--- src/rtl/multicycle_control.sv ---
// Multicycle control FSM for a small ARM-style datapath (FETCH/DECODE/EXEC/MEM/WB).
// Outputs are combinational from state/opcode/zero/mem_ready; memory waits stall in place.
module multicycle_control #(
  parameter int CNT_W = 16
) (
  input  logic             clk,
  input  logic             reset,
  input  logic [10:0]      opcode,
  input  logic             zero,
  input  logic             mem_ready,
  output logic             ALUOp1,
  output logic             ALUOp0,
  output logic             IorD,
  output logic             IRWrite,
  output logic             MemRead,
  output logic             MemWrite,
  output logic             MemtoReg,
  output logic             RegWrite,
  output logic             Reg2Loc,
  output logic             ALUSrc,
  output logic             PCWrite,
  output logic             PCSrc,
  output logic             illegal_op,
  output logic [3:0]       state,
  output logic [CNT_W-1:0] retired
);

  localparam logic [3:0] S_FETCH  = 4'd0;
  localparam logic [3:0] S_DECODE = 4'd1;
  localparam logic [3:0] S_EXEC_R = 4'd2;
  localparam logic [3:0] S_ADDR   = 4'd3;
  localparam logic [3:0] S_MEM_RD = 4'd4;
  localparam logic [3:0] S_MEM_WR = 4'd5;
  localparam logic [3:0] S_WB_R   = 4'd6;
  localparam logic [3:0] S_WB_LD  = 4'd7;
  localparam logic [3:0] S_CBZ    = 4'd8;
  localparam logic [3:0] S_BR     = 4'd9;

  logic [3:0]       state_q, state_d;
  logic [CNT_W-1:0] retired_q;
  logic             retire_d;
  logic             is_r, is_ld, is_st, is_cbz, is_b;

  // The instruction register holds opcode steady for the whole instruction.
  assign is_r   = (opcode == 11'b10001011000) || (opcode == 11'b11001011000) ||
                  (opcode == 11'b10001010000) || (opcode == 11'b10101010000);
  assign is_ld  = (opcode == 11'b11111000010);
  assign is_st  = (opcode == 11'b11111000000);
  assign is_cbz = (opcode[10:3] == 8'b10110100);
  assign is_b   = (opcode[10:5] == 6'b000101);

  always_comb begin
    state_d    = state_q;
    retire_d   = 1'b0;
    ALUOp1     = 1'b0;
    ALUOp0     = 1'b0;
    IorD       = 1'b0;
    IRWrite    = 1'b0;
    MemRead    = 1'b0;
    MemWrite   = 1'b0;
    MemtoReg   = 1'b0;
    RegWrite   = 1'b0;
    Reg2Loc    = 1'b0;
    ALUSrc     = 1'b0;
    PCWrite    = 1'b0;
    PCSrc      = 1'b0;
    illegal_op = 1'b0;
    case (state_q)
      S_FETCH: begin
        MemRead = 1'b1;
        IRWrite = mem_ready;
        PCWrite = mem_ready;
        if (mem_ready) state_d = S_DECODE;
      end
      S_DECODE: begin
        if (is_r)                state_d = S_EXEC_R;
        else if (is_ld || is_st) state_d = S_ADDR;
        else if (is_cbz)         state_d = S_CBZ;
        else if (is_b)           state_d = S_BR;
        else begin
          illegal_op = 1'b1;
          state_d    = S_FETCH;
        end
      end
      S_EXEC_R: begin
        ALUOp1  = 1'b1;
        state_d = S_WB_R;
      end
      S_ADDR: begin
        ALUSrc  = 1'b1;
        Reg2Loc = is_st;
        state_d = is_st ? S_MEM_WR : S_MEM_RD;
      end
      S_MEM_RD: begin
        IorD    = 1'b1;
        MemRead = 1'b1;
        if (mem_ready) state_d = S_WB_LD;
      end
      S_MEM_WR: begin
        IorD     = 1'b1;
        MemWrite = 1'b1;
        Reg2Loc  = 1'b1;
        if (mem_ready) begin
          state_d  = S_FETCH;
          retire_d = 1'b1;
        end
      end
      S_WB_R: begin
        RegWrite = 1'b1;
        retire_d = 1'b1;
        state_d  = S_FETCH;
      end
      S_WB_LD: begin
        RegWrite = 1'b1;
        MemtoReg = 1'b1;
        retire_d = 1'b1;
        state_d  = S_FETCH;
      end
      S_CBZ: begin
        ALUOp0   = 1'b1;
        Reg2Loc  = 1'b1;
        PCWrite  = zero;
        PCSrc    = zero;
        retire_d = 1'b1;
        state_d  = S_FETCH;
      end
      S_BR: begin
        PCWrite  = 1'b1;
        PCSrc    = 1'b1;
        retire_d = 1'b1;
        state_d  = S_FETCH;
      end
      default: state_d = S_FETCH;
    endcase
    // Reset overrides every control regardless of state or inputs.
    if (reset) begin
      ALUOp1     = 1'b0;
      ALUOp0     = 1'b0;
      IorD       = 1'b0;
      IRWrite    = 1'b0;
      MemRead    = 1'b0;
      MemWrite   = 1'b0;
      MemtoReg   = 1'b0;
      RegWrite   = 1'b0;
      Reg2Loc    = 1'b0;
      ALUSrc     = 1'b0;
      PCWrite    = 1'b0;
      PCSrc      = 1'b0;
      illegal_op = 1'b0;
    end
  end

  always_ff @(posedge clk) begin
    if (reset) begin
      state_q   <= S_FETCH;
      retired_q <= '0;
    end else begin
      state_q <= state_d;
      if (retire_d) retired_q <= retired_q + CNT_W'(1);
    end
  end

  assign state   = state_q;
  assign retired = retired_q;

endmodule

--- config.mk ---
export PLATFORM = sky130hd
export DESIGN_NAME = multicycle_control
export DESIGN_NICKNAME = d
export VERILOG_FILES = /design/src/rtl/multicycle_control.sv
export SDC_FILE = /design/constraint.sdc
export NUM_CORES = 1
export LEC_CHECK = 0
export ABC_AREA = 1
export CORE_UTILIZATION = 42
export CTS_BUF_LIST = sky130_fd_sc_hd__clkbuf_4 sky130_fd_sc_hd__clkbuf_8
export DETAILED_ROUTE_END_ITERATION = 8
export PLACE_DENSITY = 0.78
export SYNTH_ARGS = -nofsm -noshare
export SYNTH_HDL_FRONTEND = slang
export SYNTH_SLANG_ARGS = --single-unit
--- constraint.sdc ---
create_clock -name clk -period 1.3 [get_ports clk]
set_input_delay 0.13 -clock clk [delete_from_list [all_inputs] [get_ports clk]]
set_output_delay 0.13 -clock clk [all_outputs]
set_load 0.1 [all_outputs]
==> metrics.md, run 1 <==
| Metric | Value |
|---|---|
| Synthesized Nets | `240` |
| Max clock buf depth | `2` |
| Port-buffer cells | `47` |
| Fail Step | `global routing (5_1_grt)` |
| Post-synth EDFFs | `0` |
| Tool error | `[ERROR DPL-0038] Utilization greater than 100%, impossible to legalize` |
| Gpl congestion | `0.868` |
| Xor/xnor share of the synthesized area | `2.49%` |
| Die Span Y | `59.9 um` |
| Top cells by area, synth | `dfxtp_1, nand2_1, nor2_1` |
| Post-synth cell types | `31` |
| Warnings, synthesis | `0` |
| Yosys top cell by area | `dfxtp_1` |
| Area post-placement | `0.00267 mm^2` |
| Syn avg cell area | `6.29 um^2` |
| Count leader, synth | `nand2_1` |
| Main combinational cell family by area after synthesis | `simple AND/OR/NAND/NOR gates` |
| Post-synthesis adder-cell area fraction | `0.888%` |
| Synth cell count leaders | `nand2_1, nor2_1, inv_1` |
| Mapped cell area | `0.00141 mm^2` |
| Cts bufs inserted | `3` |
| Cells after synthesis | `224` |
| Outcome | `did not finish` |
| Clock Sinks | `20` |
| Post-GRT worst EP | `PCWrite` |
| Top cell type's share of synthesized area | `28.4%` |
| Compound-Gate Fraction of Synth Area | `12.3%` |
| Die Span X | `59.9 um` |
| # H-tree levels | `1` |
| Asr flop ratio synth | `0%` |
| Initial core utilization | `45.0%` |
| DP HPWL | `3540 um` |
| WEP type | `output port` |
| CTS Hold Bufs | `0` |
| Share of the yosys chip area belonging to registers | `28.4%` |
| Largest net degree at the start of global routing | `13` |
| Post-synthesis mux area share | `0%` |
| Io pins | `48` |
| Main synth FF type | `dfxtp_1` |
| Row count | `20` |
| Clock Root Buffer | `clkbuf_4` |
| Simple-Gate Fraction of Synth Area | `45.3%` |
| FF+latch count, synth | `20` |
-- metrics by stage --
| stage | utilization [%] | setup slack, ns | std cells |
|---|---|---|---|
| 2_1_floorplan | - | -0.508 | 224 |
| 3_3_place_gp | 85.4 | -0.228 | 336 |
| 3_5_place_dp | 85.4 | -0.287 | 336 |
| 4_1_cts | 95.1 | -0.342 | 351 |
-- cells by family after synthesis --
group,after synthesis
compound gates,31
fa+ha+maj,1
xor+xnor,4
buf+inv,35
simple gates,133
flops,20
-- timing repair --
item / CTS
pin swaps: 18
gates cloned: 1
endpoints found under the setup margin: 27
gates resized for setup: 44
setup buffers: 10
==> run 2: changes to the inputs <==
--- a/config.mk
+++ b/config.mk
@@ -6,10 +6,10 @@
 export NUM_CORES = 1
 export LEC_CHECK = 0
 export ABC_AREA = 1
-export CORE_UTILIZATION = 42
-export CTS_BUF_LIST = sky130_fd_sc_hd__clkbuf_4 sky130_fd_sc_hd__clkbuf_8
+export CORE_AREA = 2 2 63 65
 export DETAILED_ROUTE_END_ITERATION = 8
-export PLACE_DENSITY = 0.78
+export DIE_AREA = 0 0 65 67
+export PLACE_DENSITY_LB_ADDON = 0.15
 export SYNTH_ARGS = -nofsm -noshare
 export SYNTH_HDL_FRONTEND = slang
 export SYNTH_SLANG_ARGS = --single-unit
==> constraint.sdc (replaced) <==
create_clock -name clk -period 1.69 [get_ports clk]
set_input_delay 0.169 -clock clk [delete_from_list [all_inputs] [get_ports clk]]
set_output_delay 0.169 -clock clk [all_outputs]
set_load 0.1 [all_outputs]
==> run 2 against run 1 <==
  * The flow now finishes without violations
  * Synthesized cell count stayed put
  * Synthesized area stayed put
==> metrics.md, run 2 <==
| Metric | Value |
|---|---|
| Setup violators final | `0` |
| Most common cell after layout, fill and taps aside | `nand2_1` |
| Main synth FF type | `dfxtp_1` |
| Setup Skew | `0.00255 ns` |
| WP data required | `1.52 ns` |
| Synth cell count leaders | `nand2_1, nor2_1, inv_1` |
| CTS tree | `built` |
| Startpoint class of the critical path | `flop` |
| Crit Path Category | `flop to output port` |
| Count leader, synth | `nand2_1` |
| Hold Fails Final Rpt | `0` |
| Pwr Density | `641 mW/mm^2` |
| Share of the yosys chip area belonging to registers | `28.4% (unchanged)` |
| Crit path max fanout | `5` |
| Warnings, synthesis | `0 (unchanged)` |
| DR WL/cell | `12.1 um` |
| Post-synth EDFFs | `0 (unchanged)` |
| Row count | `22 (+10%)` |
| Gr usage total | `19.8%` |
| Post-layout util | `70.9%` |
| Worst r2r src | `retired[2]` |
| FF+latch count, synth | `20 (unchanged)` |
| WHS Endpoint | `retired[0]` |
| Die Span Y | `67 um (+12%)` |
| First-pass GRT wire length | `6730 um` |
| Fin crit share | `98.6%` |
| Clk Latency, worst-skew pair | `0.26 ns` |
| Via-to-Cell Ratio | `5.00` |
| Top cells by area, synth | `dfxtp_1, nand2_1, nor2_1` |
| Final nets | `299` |
| Die Span X | `65 um (+8.5%)` |
| Clock Sinks | `20 (unchanged)` |
| Vias in the first global route | `1573` |
| Routed WL | `4010 um` |
| Layout cells sized above 1 | `40.1%` |
| WP data arrival | `1.50 ns` |
| Total negative slack | `0 ns` |
| DP HPWL | `2970 um (-16%)` |
| Syn avg cell area | `6.29 um^2 (unchanged)` |
| Fin Hold WS | `0.477 ns` |
| Initial antenna violation count | `0` |
| Clock Root Buffer | `clkbuf_8` |
| Max_slew headroom | `74.0%` |
| Cells after synthesis | `224 (unchanged)` |
| Top cell type's share of synthesized area | `28.4% (unchanged)` |
| Largest register FFs | `16` |
| Outcome | `completed` |
| Gpl congestion | `0.900 (+3.7%)` |
| Drt first-iter violations | `101` |
| Reg clk slew, reported paths | `0.07 ns` |
| Yosys top cell by area | `dfxtp_1` |
| Cts bufs inserted | `3 (unchanged)` |
| DR pass1 iterations | `4` |
| Max VDD drop | `0.516 mV` |
| Dpl cells | `318 (-5.4%)` |
| Final Max Slew Viols | `0` |
| Post-synth cell types | `31 (unchanged)` |
| Largest net degree at the start of global routing | `19` |
| RSZ-0062 raised after global routing | `yes` |
| Hold WC Path Type | `flop to flop` |
| Length in cells of the worst reg-to-reg path | `7` |
| DIE AREA | `0.00436 mm^2` |
| Worst Tran Pin Value | `0.389 ns` |
| Io pins | `48 (unchanged)` |
| # H-tree levels | `1 (unchanged)` |
| CTS Hold Bufs | `0 (unchanged)` |
| Port-buffer cells | `47 (unchanged)` |
| Non-filler cells, final | `330` |
| Maxcap violations | `0` |
| Antenna Violating Nets Remaining | `0` |
| Mapped cell area | `0.00141 mm^2 (unchanged)` |
| Most frequent cells in the layout | `nand2_1, buf_12, inv_1` |
| HP Start | `retired[0]` |
| ANT cells | `0` |
| Synthesized Nets | `240 (unchanged)` |
| Max Fclk | `600 MHz` |
| Layout Area Growth over Synthesis | `81.5%` |
| CORE AREA | `0.00361 mm^2` |
| # DRC | `0` |
| Fin crit period | `1.67 ns` |
| Setup slack, reg-to-reg | `0.22 ns` |
| Initial core utilization | `39.1% (-6.0 points)` |
| Via count | `1649` |
| Asr flop ratio synth | `0% (unchanged)` |
| Hold path depth | `1` |
| Max clock buf depth | `2 (unchanged)` |
| Crit path capture type | `output port` |
| R2R Path End | `retired[11]` |
| Static Leak | `1.04 nW` |
| Grt total ovfl | `0` |
-- run 2: cell counts after synthesis --
Identical to the previous run, type by type.
-- run 2: worst max path at each step --
| stage | depth (start not counted) | slack [ns] | to | start |
|---|---|---|---|---|
| 3_5_place_dp | 7 | 0.01 | Reg2Loc | opcode[0] |
| 5_1_grt | 7 | -0.05 | Reg2Loc | opcode[3] |
| 2_1_floorplan | 4 | -0.24 | MemtoReg | state[2] |
| 4_1_cts | 6 | 0.003 | Reg2Loc | state[1] |
| 3_3_place_gp | 7 | 0.03 | Reg2Loc | opcode[0] |
| 6_report | 6 | 0.02 | Reg2Loc | state[2] |
-- run 2: cells by family after synthesis --
kind of cell | synth area share (%)
AOI/OAI and AO/OA | 12.3
and+or+nand+nor | 45.3
adders and majority gates | 0.888
buffers and inverters | 10.7
DFF | 28.4
xor gates and xnor gates | 2.49
-- run 2: cell type report --
cell class	instances	area, um^2
Timing Repair Buffer	57	803
Clock inverter	1	3.75
Fill cell	295	1050
Multi-Input combinational cell	169	1080
Sequential cell	20	439
Clock buffer	3	41.3
Tap cell	48	60.1
Inverter	32	125
-- run 2: report_power, final --
group          total [W]  internal [W]  switching (W)
Clock           0.000325      0.000162       0.000162
Combinational   0.000792      0.000272       0.000520
Sequential      0.000524      0.000488      0.0000360
Total            0.00164      0.000922       0.000718
-- run 2: layer usage --
metal  track usage, %  up-vias  wire length, um
li1                 -      848                -
met1             23.9      742             1640
met2             35.2       50             2090
met3             2.36        9              196
met4             8.51        0               81
met5                0        -                0
-- run 2: metrics by stage --
| stage | area (um^2) | power (W) | setup slack, ns |
|---|---|---|---|
| floorplan | 1590 | 0.00100 | -0.245 |
| global placement | 2370 | 0.00123 | 0.0258 |
| detailed placement | 2370 | 0.00124 | 0.0108 |
| CTS | 2450 | 0.00157 | 0.00280 |
| global route | 2560 | 0.00170 | -0.0498 |
| finish | 2560 | 0.00164 | 0.0244 |
-- run 2: critical path, cell delays in order (launching register included) --
cell	delay [ns]
dfxtp_4	0.38
nor2_4	0.17
nand3_4	0.12
nor2_4	0.11
nand2_2	0.07
a31oi_4	0.19
buf_12	0.20
-- run 2: repair_timing --
item | CTS | global route
endpoints found under the setup margin | 5 | 4
gates resized for setup | 7 | 16
pin swaps | 3 | 7
buffers inserted | 3 | 5
Note: power is estimated with default switching activity, not from simulation.
